### src/rtl/route_sched.sv
// Route scheduler: queues destination IDs from the host link and walks the command
// controller through them one leg at a time (GO, wait for arrival, dwell, next GO).
module route_sched #(
  parameter int unsigned DEPTH     = 8,
  parameter int unsigned DWELL_CYC = 25_000_000
) (
  input  logic                         clk,
  input  logic                         rst,
  input  logic [7:0]                   host_cmd,
  input  logic                         host_rdy,
  output logic                         host_clr,
  output logic [7:0]                   cmd,
  output logic                         cmd_rdy,
  input  logic                         clr_cmd_rdy,
  input  logic                         in_transit,
  output logic                         busy,
  output logic [$clog2(DEPTH+1)-1:0]   q_cnt,
  output logic [5:0]                   cur_dest,
  output logic                         route_done,
  output logic                         ovf
);

  localparam int unsigned PW = $clog2(DEPTH);
  localparam int unsigned CW = $clog2(DEPTH + 1);
  localparam int unsigned DW = $clog2(DWELL_CYC + 1);
  localparam logic [DW-1:0] DwellLoad = DW'(DWELL_CYC - 1);

  localparam logic [2:0] StIdle   = 3'd0;
  localparam logic [2:0] StIssue  = 3'd1;
  localparam logic [2:0] StTravel = 3'd2;
  localparam logic [2:0] StDwell  = 3'd3;
  localparam logic [2:0] StStop   = 3'd4;

  logic [2:0]    state_q, state_d;
  logic [7:0]    cmd_q, cmd_d;
  logic          cmd_rdy_q, cmd_rdy_d;
  logic          host_clr_q, host_clr_d;
  logic          busy_q, busy_d;
  logic [5:0]    cur_dest_q, cur_dest_d;
  logic          route_done_q, route_done_d;
  logic          ovf_q, ovf_d;
  logic          abort_pend_q, abort_pend_d;
  logic          seen_high_q, seen_high_d;
  logic [DW-1:0] dwell_q, dwell_d;
  logic [CW-1:0] cnt_q, cnt_d;
  logic [PW-1:0] rd_ptr_q, rd_ptr_d, wr_ptr_q, wr_ptr_d;
  logic [5:0]    mem_q [DEPTH];
  logic [5:0]    mem_d [DEPTH];

  logic consume, is_enq, is_start, is_abort, ack, pop, pop_ok, push, arrived;
  logic [5:0] head;

  assign consume  = host_rdy & ~host_clr_q;
  assign is_enq   = consume & (host_cmd[7:6] == 2'b10);
  assign is_start = consume & (host_cmd[7:6] == 2'b11);
  assign is_abort = consume & (host_cmd[7:6] == 2'b00);
  assign ack      = cmd_rdy_q & clr_cmd_rdy;
  assign arrived  = ~in_transit & seen_high_q;
  assign head     = mem_q[rd_ptr_q];

  always_comb begin
    state_d      = state_q;
    cmd_d        = cmd_q;
    cmd_rdy_d    = cmd_rdy_q;
    cur_dest_d   = cur_dest_q;
    abort_pend_d = abort_pend_q;
    seen_high_d  = seen_high_q;
    dwell_d      = dwell_q;
    route_done_d = 1'b0;
    pop          = 1'b0;
    unique case (state_q)
      StIdle: begin
        if (is_start && cnt_q != '0) begin
          state_d   = StIssue;
          cmd_d     = {2'b01, head};
          cmd_rdy_d = 1'b1;
        end
      end
      StIssue: begin
        if (is_abort) abort_pend_d = 1'b1;
        if (ack) begin
          cmd_rdy_d   = 1'b0;
          pop         = 1'b1;
          cur_dest_d  = cmd_q[5:0];
          seen_high_d = 1'b0;
          state_d     = (abort_pend_q | is_abort) ? StStop : StTravel;
        end
      end
      StTravel: begin
        seen_high_d = seen_high_q | in_transit;
        if (arrived) begin
          // Arrival beats a same-cycle abort: robot is already stopped, no STOP needed.
          if (is_abort) begin
            state_d = StIdle;
          end else begin
            dwell_d = DwellLoad;
            state_d = StDwell;
          end
        end else if (is_abort) begin
          state_d   = StStop;
          cmd_d     = 8'h00;
          cmd_rdy_d = 1'b1;
        end
      end
      StDwell: begin
        if (is_abort) begin
          state_d = StIdle;
        end else if (dwell_q == '0) begin
          if (cnt_q == '0) begin
            route_done_d = 1'b1;
            state_d      = StIdle;
          end else begin
            state_d   = StIssue;
            cmd_d     = {2'b01, head};
            cmd_rdy_d = 1'b1;
          end
        end else begin
          dwell_d = dwell_q - 1'b1;
        end
      end
      StStop: begin
        // Entered from ISSUE with cmd_rdy low so the STOP is a distinct handshake.
        if (!cmd_rdy_q) begin
          cmd_d     = 8'h00;
          cmd_rdy_d = 1'b1;
        end else if (ack) begin
          cmd_rdy_d    = 1'b0;
          abort_pend_d = 1'b0;
          state_d      = StIdle;
        end
      end
      default: state_d = StIdle;
    endcase
    busy_d     = (state_d != StIdle);
    host_clr_d = consume;
  end

  // Queue bookkeeping; an abort flush overrides any same-cycle pop.
  always_comb begin
    pop_ok   = pop & (cnt_q != '0) & ~is_abort;
    push     = is_enq & ((cnt_q != CW'(DEPTH)) | pop_ok);
    ovf_d    = is_enq & ~push;
    mem_d    = mem_q;
    rd_ptr_d = rd_ptr_q;
    wr_ptr_d = wr_ptr_q;
    cnt_d    = cnt_q + CW'(push) - CW'(pop_ok);
    if (push) begin
      mem_d[wr_ptr_q] = host_cmd[5:0];
      wr_ptr_d        = wr_ptr_q + 1'b1;
    end
    if (pop_ok) rd_ptr_d = rd_ptr_q + 1'b1;
    if (is_abort) begin
      cnt_d    = '0;
      rd_ptr_d = '0;
      wr_ptr_d = '0;
    end
  end

  always_ff @(posedge clk) begin
    if (rst) begin
      state_q      <= StIdle;
      cmd_q        <= '0;
      cmd_rdy_q    <= 1'b0;
      host_clr_q   <= 1'b0;
      busy_q       <= 1'b0;
      cur_dest_q   <= '0;
      route_done_q <= 1'b0;
      ovf_q        <= 1'b0;
      abort_pend_q <= 1'b0;
      seen_high_q  <= 1'b0;
      dwell_q      <= '0;
      cnt_q        <= '0;
      rd_ptr_q     <= '0;
      wr_ptr_q     <= '0;
    end else begin
      state_q      <= state_d;
      cmd_q        <= cmd_d;
      cmd_rdy_q    <= cmd_rdy_d;
      host_clr_q   <= host_clr_d;
      busy_q       <= busy_d;
      cur_dest_q   <= cur_dest_d;
      route_done_q <= route_done_d;
      ovf_q        <= ovf_d;
      abort_pend_q <= abort_pend_d;
      seen_high_q  <= seen_high_d;
      dwell_q      <= dwell_d;
      cnt_q        <= cnt_d;
      rd_ptr_q     <= rd_ptr_d;
      wr_ptr_q     <= wr_ptr_d;
    end
  end

  always_ff @(posedge clk) begin
    mem_q <= mem_d;
  end

  assign host_clr   = host_clr_q;
  assign cmd        = cmd_q;
  assign cmd_rdy    = cmd_rdy_q;
  assign busy       = busy_q;
  assign q_cnt      = cnt_q;
  assign cur_dest   = cur_dest_q;
  assign route_done = route_done_q;
  assign ovf        = ovf_q;

endmodule

### config.mk
export PLATFORM = sky130hd
export DESIGN_NAME = route_sched
export DESIGN_NICKNAME = d
export VERILOG_FILES = /design/src/rtl/route_sched.sv
export SDC_FILE = /design/constraint.sdc
export NUM_CORES = 1
export LEC_CHECK = 0
export CORE_ASPECT_RATIO = 1.2
export CORE_MARGIN = 4
export CORE_UTILIZATION = 30
export DETAILED_ROUTE_END_ITERATION = 10
export SLEW_MARGIN = 10
export SYNTH_ARGS = -nofsm -noshare
export SYNTH_HDL_FRONTEND = slang
export SYNTH_SLANG_ARGS = --single-unit
### constraint.sdc
create_clock -name clk -period 4.9 [get_ports clk]
set_input_delay 0.49 -clock clk [delete_from_list [all_inputs] [get_ports clk]]
set_output_delay 0.49 -clock clk [all_outputs]
set_load 0.05 [all_outputs]
==> results.ini <==
[floorplan]
io_pins = 36
die_w_um = 123.5
die-area_um2 = 18100
row_count = 50
initial_core_util_pct = 30.70
fp.coreArea_um2 = 15640
die_y_um = 146.6

[cts]
post-cts-setup-buffers = 0
cts.path.max_buffers = 2
cts_hold_buf = 0
ctsRootBufferMaster = clkbuf_16
cts_made_buffers = 9
path_clk_slew_ns = 0.08
tritoncts = yes
cts_resized = 0
worstSkewPairLatency_ns = 0.35
clock_sink_count = 106
cts_max_level = 3

[min_path]
hold_path_depth = 2
worstHoldPathType = flip-flop to flip-flop
hp-start = cur_dest[0]$_SDFFE_PP0P_

[synth]
syn-num-nets = 450
seq_area_frac_synth_pct = 54.21
synth-edff-count = 48
synth_common_cells = dfxtp_1, edfxtp_1, nand2_1, nor2_1, a21oi_1
yosys_register_bits = 106
ys.flop_type = dfxtp_1
synth.top_cell.area_share_pct = 30.02
yosysMostFrequentCell = dfxtp_1
yosysWarnings = 0
syn_area_um2 = 4801
yosys.area.top_type = edfxtp_1
ys_types = 59
async_flop_share_pct = 0
ys_top_cells_by_area = edfxtp_1, dfxtp_1, mux4_2
netlist_instances = 426
syn_avg_cell_area_um2 = 11.27

[place]
gp_congestion = 0.8755
dp_cells = 651
dpl.hpwl_mm = 7.715
portBuffers = 34

[timing]
rsz0062_at_grt = false
finalCritPeriodShare_pct = 68.41
clock-skew-final_ns = 0.009755
fmax_mhz = 298.3
final_hold_viol_count = 0
fin_crit_ns = 3.352
slew_headroom_pct = 19.92
tightest_slew_ns = 1.190
slew_viol_final = 0
finalSetupViolCount = 0
finalSetupTns_ns = 0
hold_ws_ns = 0.4611

[power]
p_int_mw = 1.312
comb_power_share_pct = 4.1
seq_power_share_pct = 54.4
p_per_area_nw_per_um2 = 304.2
pwr-share-clk_pct = 41.5
switching_share_pct = 23.39
power.leakage_nw = 1.879
ir_worst_vdd_v = 0.0001877
p_switching_mw = 0.4005

[setup_path]
cp.required_ns = 5.12
arrival_ns = 3.58
worstSetupStartpointType = primary input
critPathKind = primary input to flip-flop
cp-startpoint = host_cmd[6]
path_max_fanout = 9
worstRegToRegCells = 5
r2r-start = state_q[0]$_SDFF_PP0_
crit_path_end_kind = flip-flop

[grt]
grt_pass1_wl_mm = 17.44
grt-ovfl-total = 0
antenna_found_initial = 0
grt.total_usage_pct = 12.17
grt_max_degree = 38
grt_pass1_vias = 3392

[cells_and_area]
nNetsFinal = 478
seq_area_um2 = 2603
areaGrowthSynthToFinish_pct = 17.25
antenna_cells = 0
drive_gt1_share_pct = 12.64
fillers = 1549
fin_cells = 667
multiInputGateArea_um2 = 2063

[status]
status = finished, final reports clean

[route]
drt_first_iter_violations = 128
wire_per_inst_um = 15.66
drc = 0
viasPerCell = 5.079
drt-total-wl_mm = 10.45
vias = 3388
drtAntennaViolNets = 0
drt_pass1_iterations = 4

[job]
cap_violations = 0

-- layout make-up --
| cell class | count | share of cell area (%) |
|---|---|---|
| inverters | 14 | 0.9335 |
| repair buffers | 37 | 6.446 |
| well taps | 208 | 4.623 |
| clock inverters | 7 | 1.111 |
| multi-input cells | 286 | 36.65 |
| clock buffers | 9 | 4.001 |
| flip-flops and latches | 106 | 46.23 |
-- critical path: stages --
cell	delay, ns
clkdlybuf4s50_1	0.48
nor4b_2	0.77
nor4_2	0.22
o21a_1	0.32
inv_1	0.17
ha_1	0.25
inv_1	0.06
ha_1	0.16
inv_1	0.06
fa_1	0.37
xor2_1	0.16
nor2_1	0.05
-- per-stage QoR --
stage                     setup slack [ns]  area [µm²]  power [mW]  utilization (%)
after floorplan                      1.728        4801      0.9912                -
after global placement               1.296        5341       1.022            34.15
after detailed placement             1.177        5341       1.023            34.15
after CTS                            1.559        5629       1.726            35.99
after global routing                 1.345        5629       1.771            35.99
final                                1.548        5629       1.712            35.99
-- cells by family after synthesis --
family / after synthesis / share of synthesized area (%)
compound gates: 81 / 11.18
simple gates: 156 / 17.88
xor+xnor: 8 / 1.460
other cells: 1 / 0.07811
mux: 29 / 9.356
flops: 106 / 54.21
buf+inv: 34 / 2.814
fa+ha+maj: 11 / 3.023
-- sequential cells by signal, indices dropped and copies added (netlist names) --
name          cells
dwell_q          25
abort_pend_q      1
busy              1
wr_ptr_q          3
cmd               7
cmd_rdy           1
seen_high_q       1
rd_ptr_q          3
ovf               1
cur_dest          6
state_q           3
host_clr          1
mem_q            48
q_cnt             4
route_done        1
-- final timing paths --
check,to,slack (ns)
min reg2reg,cur_dest[0]$_SDFFE_PP0P_,0.46
max reg2reg,mem_q[42]$_DFFE_PP_,1.62
min,cur_dest[0]$_SDFFE_PP0P_,0.46
max,q_cnt[2]$_SDFF_PP0_,1.55
-- power groups by stage --
stage | sequential, mW | clock, mW | combinational, mW
2_1_floorplan | 0.959 | 0 | 0.0318
3_3_place_gp | 0.952 | 0 | 0.0701
3_5_place_dp | 0.952 | 0 | 0.0709
4_1_cts | 0.932 | 0.723 | 0.0713
5_1_grt | 0.932 | 0.762 | 0.0761
6_report | 0.932 | 0.710 | 0.0705
-- layout by cell type (no fill, tap or decap), types with 3 or more instances in the layout --
cell             instances
dfxtp_1                 58
edfxtp_1                48
nand2_1                 38
clkdlybuf4s50_1         34
nor2_1                  33
a21oi_1                 22
inv_1                   13
a31oi_1                 13
mux4_2                  12
mux2i_1                 10
o31ai_1                 10
or4_1                   10
ha_1                    10
nand3_1                  9
nor3_1                   9
or3_1                    9
o21ai_0                  9
clkbuf_16                9
or2_2                    7
mux2_2                   7
nor4_1                   7
nor2b_1                  6
nand4_1                  5
xor2_1                   5
nand2b_1                 4
or4b_2                   4
inv_6                    4
nor3b_1                  3
a211oi_1                 3
xnor2_1                  3
a21o_1                   3
o41ai_1                  3
buf_4                    3
-- per-layer routing --
| layer | global-route usage (%) | routed length (µm) |
|---|---|---|
| met2 | 22.61 | 5825 |
| met3 | 2.480 | 222 |
| met4 | 3.767 | 145 |
| met5 | 0 | 0 |
| met1 | 13.68 | 4253 |
No activity file was read; power rests on OpenSTA's default activity.
